===== src/rtl/ram_arbiter.sv =====
// ram_arbiter: fetch/data arbiter in front of a single-port RAM, with a busy-cycle timeout.
// Define RAM_ARB_FAIR_EN to break simultaneous requests round-robin instead of data-port priority.
`timescale 1ns/1ps

package ram_arbiter_pkg;
    typedef logic [31:0] ram_addr_t;
    typedef logic [31:0] ram_data_t;
endpackage

module ram_arbiter
    import ram_arbiter_pkg::*;
#(
    parameter int unsigned TIMEOUT = 16
) (
    input  logic       clk,
    input  logic       rst_n,
    input  logic       if_req,
    input  ram_addr_t  if_addr,
    output ram_data_t  if_rdata,
    output logic       if_ack,
    input  logic       mem_req,
    input  logic       mem_we,
    input  ram_addr_t  mem_addr,
    input  ram_data_t  mem_wdata,
    input  logic [3:0] mem_sel,
    output ram_data_t  mem_rdata,
    output logic       mem_ack,
    output logic       ram_ce,
    output logic       ram_we,
    output ram_addr_t  ram_addr,
    output ram_data_t  ram_wdata,
    output logic [3:0] ram_sel,
    input  ram_data_t  ram_rdata,
    input  logic       ram_ack,
    output logic       bus_err,
    output logic       stall_req
);

    typedef enum logic [1:0] {IDLE, IF_BUSY, MEM_BUSY} state_t;

    state_t     r_state;
    state_t     w_next_state;
    logic [7:0] r_busy_cnt;
    logic       r_dropped;
    logic       w_busy;
    logic       w_owner_req;
    logic       w_timeout;
    logic       w_done;
    logic       w_owner_ok;
    logic       w_grant_if;
    logic       w_grant_mem;

    assign w_busy      = (r_state != IDLE);
    assign w_owner_req = (r_state == IF_BUSY) ? if_req : mem_req;
    assign w_timeout   = w_busy && !ram_ack && (r_busy_cnt == 8'(TIMEOUT - 1));
    assign w_done      = w_busy && (ram_ack || w_timeout);
    // An owner that let go of its request at any point during the transfer gets no ack.
    assign w_owner_ok  = w_done && w_owner_req && !r_dropped;

`ifdef RAM_ARB_FAIR_EN
    logic r_last_mem;

    assign w_grant_mem = mem_req && (!if_req || !r_last_mem);

    always_ff @(posedge clk or negedge rst_n) begin
        if (!rst_n) begin
            r_last_mem <= 1'b1;
        end else if (r_state == IDLE && (if_req || mem_req)) begin
            r_last_mem <= w_grant_mem;
        end
    end
`else
    assign w_grant_mem = mem_req;
`endif

    assign w_grant_if = if_req && !w_grant_mem;

    always_comb begin
        w_next_state = r_state;
        unique case (r_state)
            IDLE: begin
                if (w_grant_mem) begin
                    w_next_state = MEM_BUSY;
                end else if (w_grant_if) begin
                    w_next_state = IF_BUSY;
                end
            end
            IF_BUSY, MEM_BUSY: begin
                if (w_done) begin
                    w_next_state = IDLE;
                end
            end
            default: w_next_state = IDLE;
        endcase
    end

    // On timeout ram_ack is low, so the owner's read data is forced to zero.
    always_comb begin
        if_ack    = 1'b0;
        mem_ack   = 1'b0;
        if_rdata  = '0;
        mem_rdata = '0;
        bus_err   = w_timeout;
        if (w_owner_ok) begin
            if (r_state == IF_BUSY) begin
                if_ack   = 1'b1;
                if_rdata = ram_ack ? ram_rdata : '0;
            end else begin
                mem_ack   = 1'b1;
                mem_rdata = ram_ack ? ram_rdata : '0;
            end
        end
    end

    assign stall_req = (if_req & ~if_ack) | (mem_req & ~mem_ack);

    always_ff @(posedge clk or negedge rst_n) begin
        if (!rst_n) begin
            r_state    <= IDLE;
            r_busy_cnt <= 8'd0;
            r_dropped  <= 1'b0;
            ram_ce     <= 1'b0;
            ram_we     <= 1'b0;
            ram_addr   <= '0;
            ram_wdata  <= '0;
            ram_sel    <= 4'h0;
        end else begin
            r_state <= w_next_state;
            if (r_state == IDLE) begin
                r_busy_cnt <= 8'd0;
                r_dropped  <= 1'b0;
                if (w_grant_mem) begin
                    ram_ce    <= 1'b1;
                    ram_we    <= mem_we;
                    ram_addr  <= mem_addr;
                    ram_wdata <= mem_wdata;
                    ram_sel   <= mem_sel;
                end else if (w_grant_if) begin
                    ram_ce    <= 1'b1;
                    ram_we    <= 1'b0;
                    ram_addr  <= if_addr;
                    ram_wdata <= '0;
                    ram_sel   <= 4'hF;
                end
            end else if (w_done) begin
                ram_ce <= 1'b0;
                ram_we <= 1'b0;
            end else begin
                r_busy_cnt <= r_busy_cnt + 8'd1;
                if (!w_owner_req) begin
                    r_dropped <= 1'b1;
                end
            end
        end
    end

endmodule


===== config.mk =====
export PLATFORM = sky130hd
export DESIGN_NAME = ram_arbiter
export DESIGN_NICKNAME = d
export VERILOG_FILES = /design/src/rtl/ram_arbiter.sv
export SDC_FILE = /design/constraint.sdc
export NUM_CORES = 1
export LEC_CHECK = 0
export ABC_CLOCK_PERIOD_IN_PS = 2200
export CORE_ASPECT_RATIO = 0.75
export CORE_MARGIN = 2
export CORE_UTILIZATION = 36
export CTS_BUF_LIST = sky130_fd_sc_hd__clkbuf_4
export CTS_CLUSTER_DIAMETER = 60
export DETAILED_ROUTE_END_ITERATION = 16
export PLACE_DENSITY = 0.83
export SLEW_MARGIN = 20
export SYNTH_ARGS = -nofsm -noshare
export SYNTH_HDL_FRONTEND = slang
export SYNTH_SLANG_ARGS = --single-unit

===== constraint.sdc =====
create_clock -name clk -period 2.2 [get_ports clk]
set_input_delay 0.22 -clock clk [delete_from_list [all_inputs] [get_ports clk]]
set_output_delay 0.22 -clock clk [all_outputs]
set_load 0.02 [all_outputs]

==> results of run 1 <==
==> repair_timing <==
item / 4_1_cts / 5_1_grt
endpoints found under the hold margin: 81 / 0
setup buffers: 1 / 2
pin swaps: 1 / 2
setup endpoints to repair: 67 / 66
hold buffers: 1 / 0
gates resized for setup: 230 / 44
==> cells by family (layout without fill, tap and decap cells) <==
logic type,count (synthesis),after routing,synth area share [%]
simple gates,166,166,18.0
buf+inv,33,314,3.95
mux,37,37,9.63
flops,81,81,51.7
compound gates,87,87,15.8
fa+ha+maj,3,3,0.957
==> final cells by class <==
class                           instances  area share, %
Multi-Input combinational cell        293           26.3
Sequential cell                        81           29.8
Clock inverter                          7           1.05
Tap cell                              136           2.50
Timing Repair Buffer                  295           39.1
Clock buffer                            9          0.994
Inverter                                3          0.166
==> sequential cells by signal (all words and copies together), names as in the netlist <==
name	count
ram_addr	32
ram_wdata	32
ram_we	1
r_dropped	1
r_busy_cnt	8
ram_sel	4
r_state	2
ram_ce	1
==> final timing paths <==
| path | start | end | cells past startpoint |
|---|---|---|---|
| worst max-delay path | r_state[0] | mem_rdata[1] | 6 |
| worst min-delay path | mem_req | ram_addr[0] | 3 |
| worst max register to register | r_state[0] | ram_addr[25] | 6 |
| worst min register to register | ram_addr[13] | ram_addr[13] | 2 |
| max in group asynchronous | rst_n | ram_wdata[23] | 2 |
| min in group asynchronous | rst_n | ram_sel[0] | 2 |
==> cells in the final DEF, fill, tap and decap left out, types with 2 or more instances in the layout <==
cell	count
o22a_1	5
inv_1	3
mux2_2	2
buf_12	3
clkbuf_2	6
a22o_1	33
clkdlybuf4s50_1	205
dfrtp_1	81
or3_1	2
clkinvlp_4	2
and3_1	2
nor2b_1	6
buf_2	47
nor2_4	2
clkbuf_4	9
buf_4	26
o21ai_0	36
clkinv_4	2
nand3_1	2
a31oi_1	2
a21oi_1	2
nand2_1	73
mux2i_1	34
clkdlybuf4s15_2	6
nor2_1	66
nor2_2	4
ha_1	2
==> critical path, cell delays in order, from the launching register on <==
cell and delay (ns):
dfrtp_1 0.44, ha_2 0.24, nor2b_2 0.17, nand2_2 0.09, buf_12 0.17, nor2_1 0.10, clkdlybuf4s15_2 0.27
==> power groups by stage <==
| stage | Combinational [W] | Clock [W] | Sequential [W] |
|---|---|---|---|
| after detailed placement | 0.00429 | 0 | 0.00256 |
| final | 0.00424 | 0.000864 | 0.00256 |
| after global placement | 0.00418 | 0 | 0.00255 |
| after CTS | 0.00426 | 0.000899 | 0.00256 |
| after global routing | 0.00451 | 0.000947 | 0.00265 |
| after floorplan | 0.00134 | 0 | 0.00332 |
==> metal layers <==
metal	vias to the layer above	global-route usage, %	wire [um]
met4	0	4.31	134
li1	1952	-	-
met2	157	36.6	6730
met5	-	0	0
met3	13	6.46	927
met1	1902	29.5	6080
==> through the flow <==
step	setup TNS, ns	setup WS [ns]
after floorplan	0	0.413
after global placement	0	0.0809
after detailed placement	0	0.00696
after CTS	0	0.00163
after global routing	-0.302	-0.0381
final	0	0.0759
==> summary.txt, run 1 <==
GRT
  – First-pass GRT wire length: roughly 21 mm
  – Initial antenna violation count: 0
  – Number of global-route vias before repair: around 4000
  – Largest net degree at the start of global routing: 82
  – GRT Total Usage: between 20% and 30%
  – Global route overflow: 0

Floorplanning
  – Die Y: about 94 um
  – Die ar.: between 10000 and 15000 sq um
  – Num ports: between 200 and 300
  – Rows: 32
  – Die width: 125 um
  – Core Box Area: between 10000 and 15000 sq um
  – Initial Utilization: between 30% and 40%

STA
  – Fmax: 471 MHz
  – Fin Hold WS: approximately 0.21 ns
  – Part of the cycle the worst path needs: between 90% and 100%
  – Skew final: approximately 0.013 ns
  – RSZ-0062 raised after global routing: yes
  – Final hold violations: 0
  – Max transition margin: between 50% and 60%
  – Final min period: approximately 2.1 ns
  – Slew Limit Fails: 0
  – # setup viols final: 0
  – Slew @ Worst Pin: 0.729 ns

Power
  – Switching Share: 41.4%
  – Comb pwr share: between 50% and 60%
  – Flop pwr share: about 33%
  – Power share of the clock group: approximately 11%
  – Internal power: 0.00449 W
  – Peak VDD IR: just over 0.8 mV
  – Net Sw Power: 0.00317 W
  – Power per cell area: roughly 1100 nW/um^2
  – Lkg Pwr: ~3.1 nW
  – Total power: between 0.007 and 0.008 W

Routing
  – DRC viols: 0
  – TritonRoute pass-1 iters: 5
  – Vias per std cell: around 4.9
  – Antenna Nets Post-Route: 0
  – Initial DRC count: 250
  – Avg WL per Cell: between 15 and 20 um
  – Drt total wl: roughly 14 mm
  – Overall via count from detail_route: between 4000 and 5000

Logic synthesis
  – Distinct cells, synth: 36
  – Most used DFF post-synth: dfrtp_1
  – Share of the synthesized area in the top cell type: 51.7%
  – Post-synth top area cell: dfrtp_1
  – Post-synth EDFFs: 0
  – Ys Warns: 0
  – Post-synth top cells: dfrtp_1, nand2_1, nor2_1
  – Most common cell in the netlist: dfrtp_1
  – Cell Area, Synth: ~4000 sq um
  – Synthesized instance count: a little over 400
  – Syn_nets: between 500 and 600
  – Synth top area cells: dfrtp_1, mux2i_1, a22o_1, nand2_1, nor2_1
  – Syn_area_per_cell: 9.64 sq um
  – Yosys reg bits: 81
  – Async S/R FF share, synth: 100%
  – Sequential area share after synthesis: between 50% and 60%

Setup path
  – Critical Path RT: 1.98 ns
  – Worst setup EP type: primary output
  – Crit Path Category: reg -> out
  – Crit path arrival time: around 1.9 ns
  – CP Max Fanout: 33
  – Worst R2R Setup Slack: about 0.39 ns
  – CP Launch Type: flip-flop

Clock tree
  – Clock tree buffer depth: 2
  – Later-pin clock latency in the skew report: around 0.42 ns
  – Clock Pin Slew Worst Setup and Hold Paths: 0.13 ns
  – H-Tree Depth: 3
  – CTS root buf: clkbuf_4
  – TritonCTS clock tree: done
  – Num CTS Buffers: 9
  – Clock Sink Count: 81

Layout
  – Final Instance Area: between 6000 and 7000 sq um
  – Final #Nets: ~820
  – ANT cells: 0
  – Area grow syn2layout: 73.3%
  – Number of fill cells in the layout: approximately 850
  – Layout cell share with drive strength beyond 1: between 10% and 20%
  – Finished Core Util: 65.1%
  – Post-Layout Cell Count: 824
  – Area of the multi-input gates: ~1800 sq um
  – Seq. cell area: roughly 2000 sq um

Placement
  – Post-DP HPWL: between 10 and 15 mm
  – IO Port Bufs: between 200 and 300
  – Placed cells: approximately 800
  – Gpl congestion: ~0.8
  – Area after DPL: 6860 sq um

Hold path
  – Worst hold path class: in -> reg

Outcome
  – Status: finished clean

Job
  – Max-cap viol count: 0
No activity file was read; power rests on OpenSTA's default activity.
==> run 2, diff against run 1 <==
- MAX_ROUTING_LAYER: default -> met4
- REMOVE_ABC_BUFFERS: default -> 1
==> run 2 against run 1 <==
Clock skew fell by 0.0027 ns. Utilization fell by 0.096 points. Fmax rose by 2.1%. Worst setup slack improved by 0.044 ns. Cell area fell by 0.15%. Critical path depth rose by 1. First-iteration DRC count fell by 14%. Via count rose by 1.5%. Clock power rose by 11%. Count of clock-buffer cells in the layout rose by 1. Combinational power barely moved. Largest cell class unchanged.
==> summary.txt, run 2 (synthesis results as in run 1) <==
Clock tree
  – Later-pin clock latency in the skew report: 0.41 ns (was 0.42 ns)
  – CTS root buf: clkbuf_4 (unchanged)
  – Clock Pin Slew Worst Setup and Hold Paths: 0.11 ns (was 0.13 ns)
  – Clock tree buffer depth: 2 (unchanged)
  – Clock Sink Count: 81 (unchanged)
  – TritonCTS clock tree: done (unchanged)
  – H-Tree Depth: 3 (unchanged)
  – Num CTS Buffers: 9 (unchanged)

Setup path
  – Worst stage delay on the critical path: 0.39 ns (was 0.44 ns)
  – Crit Path Category: reg -> out (unchanged)
  – Worst path cell trace: inv_1, ha_1, nor2_4, nand3_4, clkbuf_16, nor2_1, buf_2 (was ha_2, nor2b_2, nand2_2, buf_12, nor2_1, clkdlybuf4s15_2)
  – Crit path arrival time: 1.86 ns (was 1.90 ns)
  – Critical Path RT: 1.98 ns (about the same)
  – Worst R2R Setup Slack: 0.44 ns (was 0.39 ns)
  – CP Max Fanout: 16 (was 33)
  – Worst setup EP type: primary output (unchanged)
  – Slowest cell on the critical path: dfrtp_1 (unchanged)
  – CP Launch Type: flip-flop (unchanged)

Job
  – Max-cap viol count: 0 (unchanged)

Routing
  – Antenna Nets Post-Route: 0 (unchanged)
  – Avg WL per Cell: 16.6 um (was 16.8 um)
  – TritonRoute pass-1 iters: 4 (was 5)
  – Drt total wl: 13.7 mm (was 13.9 mm)
  – Initial DRC count: 214 (was 250)
  – Vias per std cell: 4.96 (was 4.88)
  – DRC viols: 0 (unchanged)
  – Overall via count from detail_route: 4085 (was 4024)

Layout
  – Final #Nets: 824 (unchanged)
  – Largest registers: ram_addr x32, ram_wdata x32, r_busy_cnt x8 (unchanged)
  – Final Instance Area: 6790 sq um (was 6800 sq um)
  – Layout cell share with drive strength beyond 1: 17.6% (was 17.9%)
  – Number of fill cells in the layout: 848 (was 845)
  – Finished Core Util: 65.0% (was 65.1%)
  – Most frequent cells in the layout: clkdlybuf4s50_1, dfrtp_1, nand2_1, nor2_1, o21ai_0 (was clkdlybuf4s50_1, dfrtp_1, nand2_1, nor2_1, buf_2)
  – Commonest non-fill, non-tap cell in the layout: clkdlybuf4s50_1 (unchanged)
  – Area grow syn2layout: 73.1% (was 73.3%)
  – ANT cells: 0 (unchanged)

GRT
  – First-pass GRT wire length: 20.9 mm (was 20.8 mm)
  – Number of global-route vias before repair: 4069 (was 3978)
  – Global route overflow: 0 (unchanged)
  – GRT Total Usage: 22.7% (was 22.2%)
  – Initial antenna violation count: 0 (unchanged)
  – Largest net degree at the start of global routing: 59 (was 82)

STA
  – Skew final: 0.0103 ns (was 0.0130 ns)
  – Setup ws final: 0.120 ns (was 0.0759 ns)
  – Slew Limit Fails: 0 (unchanged)
  – Fin Hold WS: 0.352 ns (was 0.215 ns)
  – Fmax: 481 MHz (was 471 MHz)
  – Part of the cycle the worst path needs: 94.5% (was 96.6%)
  – Final hold violations: 0 (unchanged)
  – Final setup TNS: 0 ns (unchanged)
  – Max transition margin: 59.6% (was 51.4%)
  – Slew @ Worst Pin: 0.606 ns (was 0.729 ns)
  – # setup viols final: 0 (unchanged)
  – Final min period: 2.08 ns (was 2.12 ns)

Outcome
  – Status: finished clean (unchanged)

Floorplanning
  – Num ports: 276 (unchanged)
  – Die ar.: 11800 sq um (unchanged)
  – Die Y: 94.4 um (unchanged)
  – Core Box Area: 10500 sq um (unchanged)
  – Rows: 32 (unchanged)
  – Initial Utilization: 37.5% (unchanged)
  – Die width: 125 um (unchanged)

Placement
  – Gpl congestion: 0.865 (was 0.784)
  – IO Port Bufs: 275 (unchanged)
  – Area after DPL: 6870 sq um (was 6860 sq um)
  – Post-DP HPWL: 10.5 mm (was 10.6 mm)
  – Post-place setup slack: 0.0328 ns (was 0.00696 ns)

Power
  – Power per cell area: 1140 nW/um^2 (was 1130 nW/um^2)
  – Peak VDD IR: 0.648 mV (was 0.830 mV)
  – Lkg Pwr: 3.15 nW (was 3.14 nW)

Hold path
  – Worst hold path class: in -> reg (unchanged)
## run 2: cell types whose count changed in the layout (fill, tap and decap cells not counted), moves of 2 or more
| cell | change |
|---|---|
| nor2_1 | +4 |
| nor2_2 | -3 |
| buf_2 | -15 |
| dfrtp_2 | +2 |
| clkbuf_2 | +23 |
| buf_4 | -3 |
| clkdlybuf4s15_2 | -6 |
| dfrtp_1 | -2 |
## run 2: worst paths after layout
check                                   start             to  depth (start not counted)
worst max-delay path               r_state[0]   if_rdata[16]                          7
worst min-delay path                  mem_req      r_dropped                          4
worst max register to register  r_busy_cnt[0]  r_busy_cnt[0]                          6
min in group asynchronous               rst_n   ram_addr[21]                          2
worst min register to register    ram_addr[1]    ram_addr[1]                          2
max in group asynchronous               rst_n  r_busy_cnt[5]                          3
## run 2: final cells by class
class                   instances  area, sq um  share of cell area, %
flip-flops and latches         81         2030                   29.9
well taps                     136          170                   2.51
multi-input cells             293         1780                   26.2
clock inverters                 5         81.3                   1.20
inverters                       3         11.3                  0.166
clock buffers                  10         75.1                   1.11
repair buffers                295         2650                   39.0
## run 2: routing by layer
| metal | routed length, um | vias up | GRT usage (%) |
|---|---|---|---|
| met5 | 0 | - | - |
| met1 | 5900 | 1952 | 28.0 |
| met4 | 248 | 0 | 7.30 |
| met2 | 6870 | 159 | 37.5 |
| li1 | - | 1949 | - |
| met3 | 670 | 25 | 5.38 |
## run 2: timing repair
item,in CTS,in global routing
cloned,0,1
buffers inserted,1,1
endpoints found under the setup margin,68,68
hold buffers,1,0
hold endpoints to repair,48,0
resized for setup,163,100
pin swaps,1,2
## run 2: through the flow
stage,power [W],instances
floorplan,0.00455,377
global placement,0.00674,804
detailed placement,0.00685,804
CTS,0.00780,821
global route,0.00822,823
finish,0.00776,823
## run 2: worst max-delay path: cells and delay by family, from the launching register on
family | cells | cell delay [ns]
buffers and inverters | 3 | 0.43
AND/OR/NAND/NOR | 3 | 0.40
flip-flops | 1 | 0.39
adder cells (fa/ha/maj) | 1 | 0.23
## run 2: power by group
group | switching [W] | internal [W] | leakage [nW]
Combinational | 0.00225 | 0.00201 | 2.06
Sequential | 0.000383 | 0.00216 | 1.01
Clock | 0.000489 | 0.000468 | 0.0824
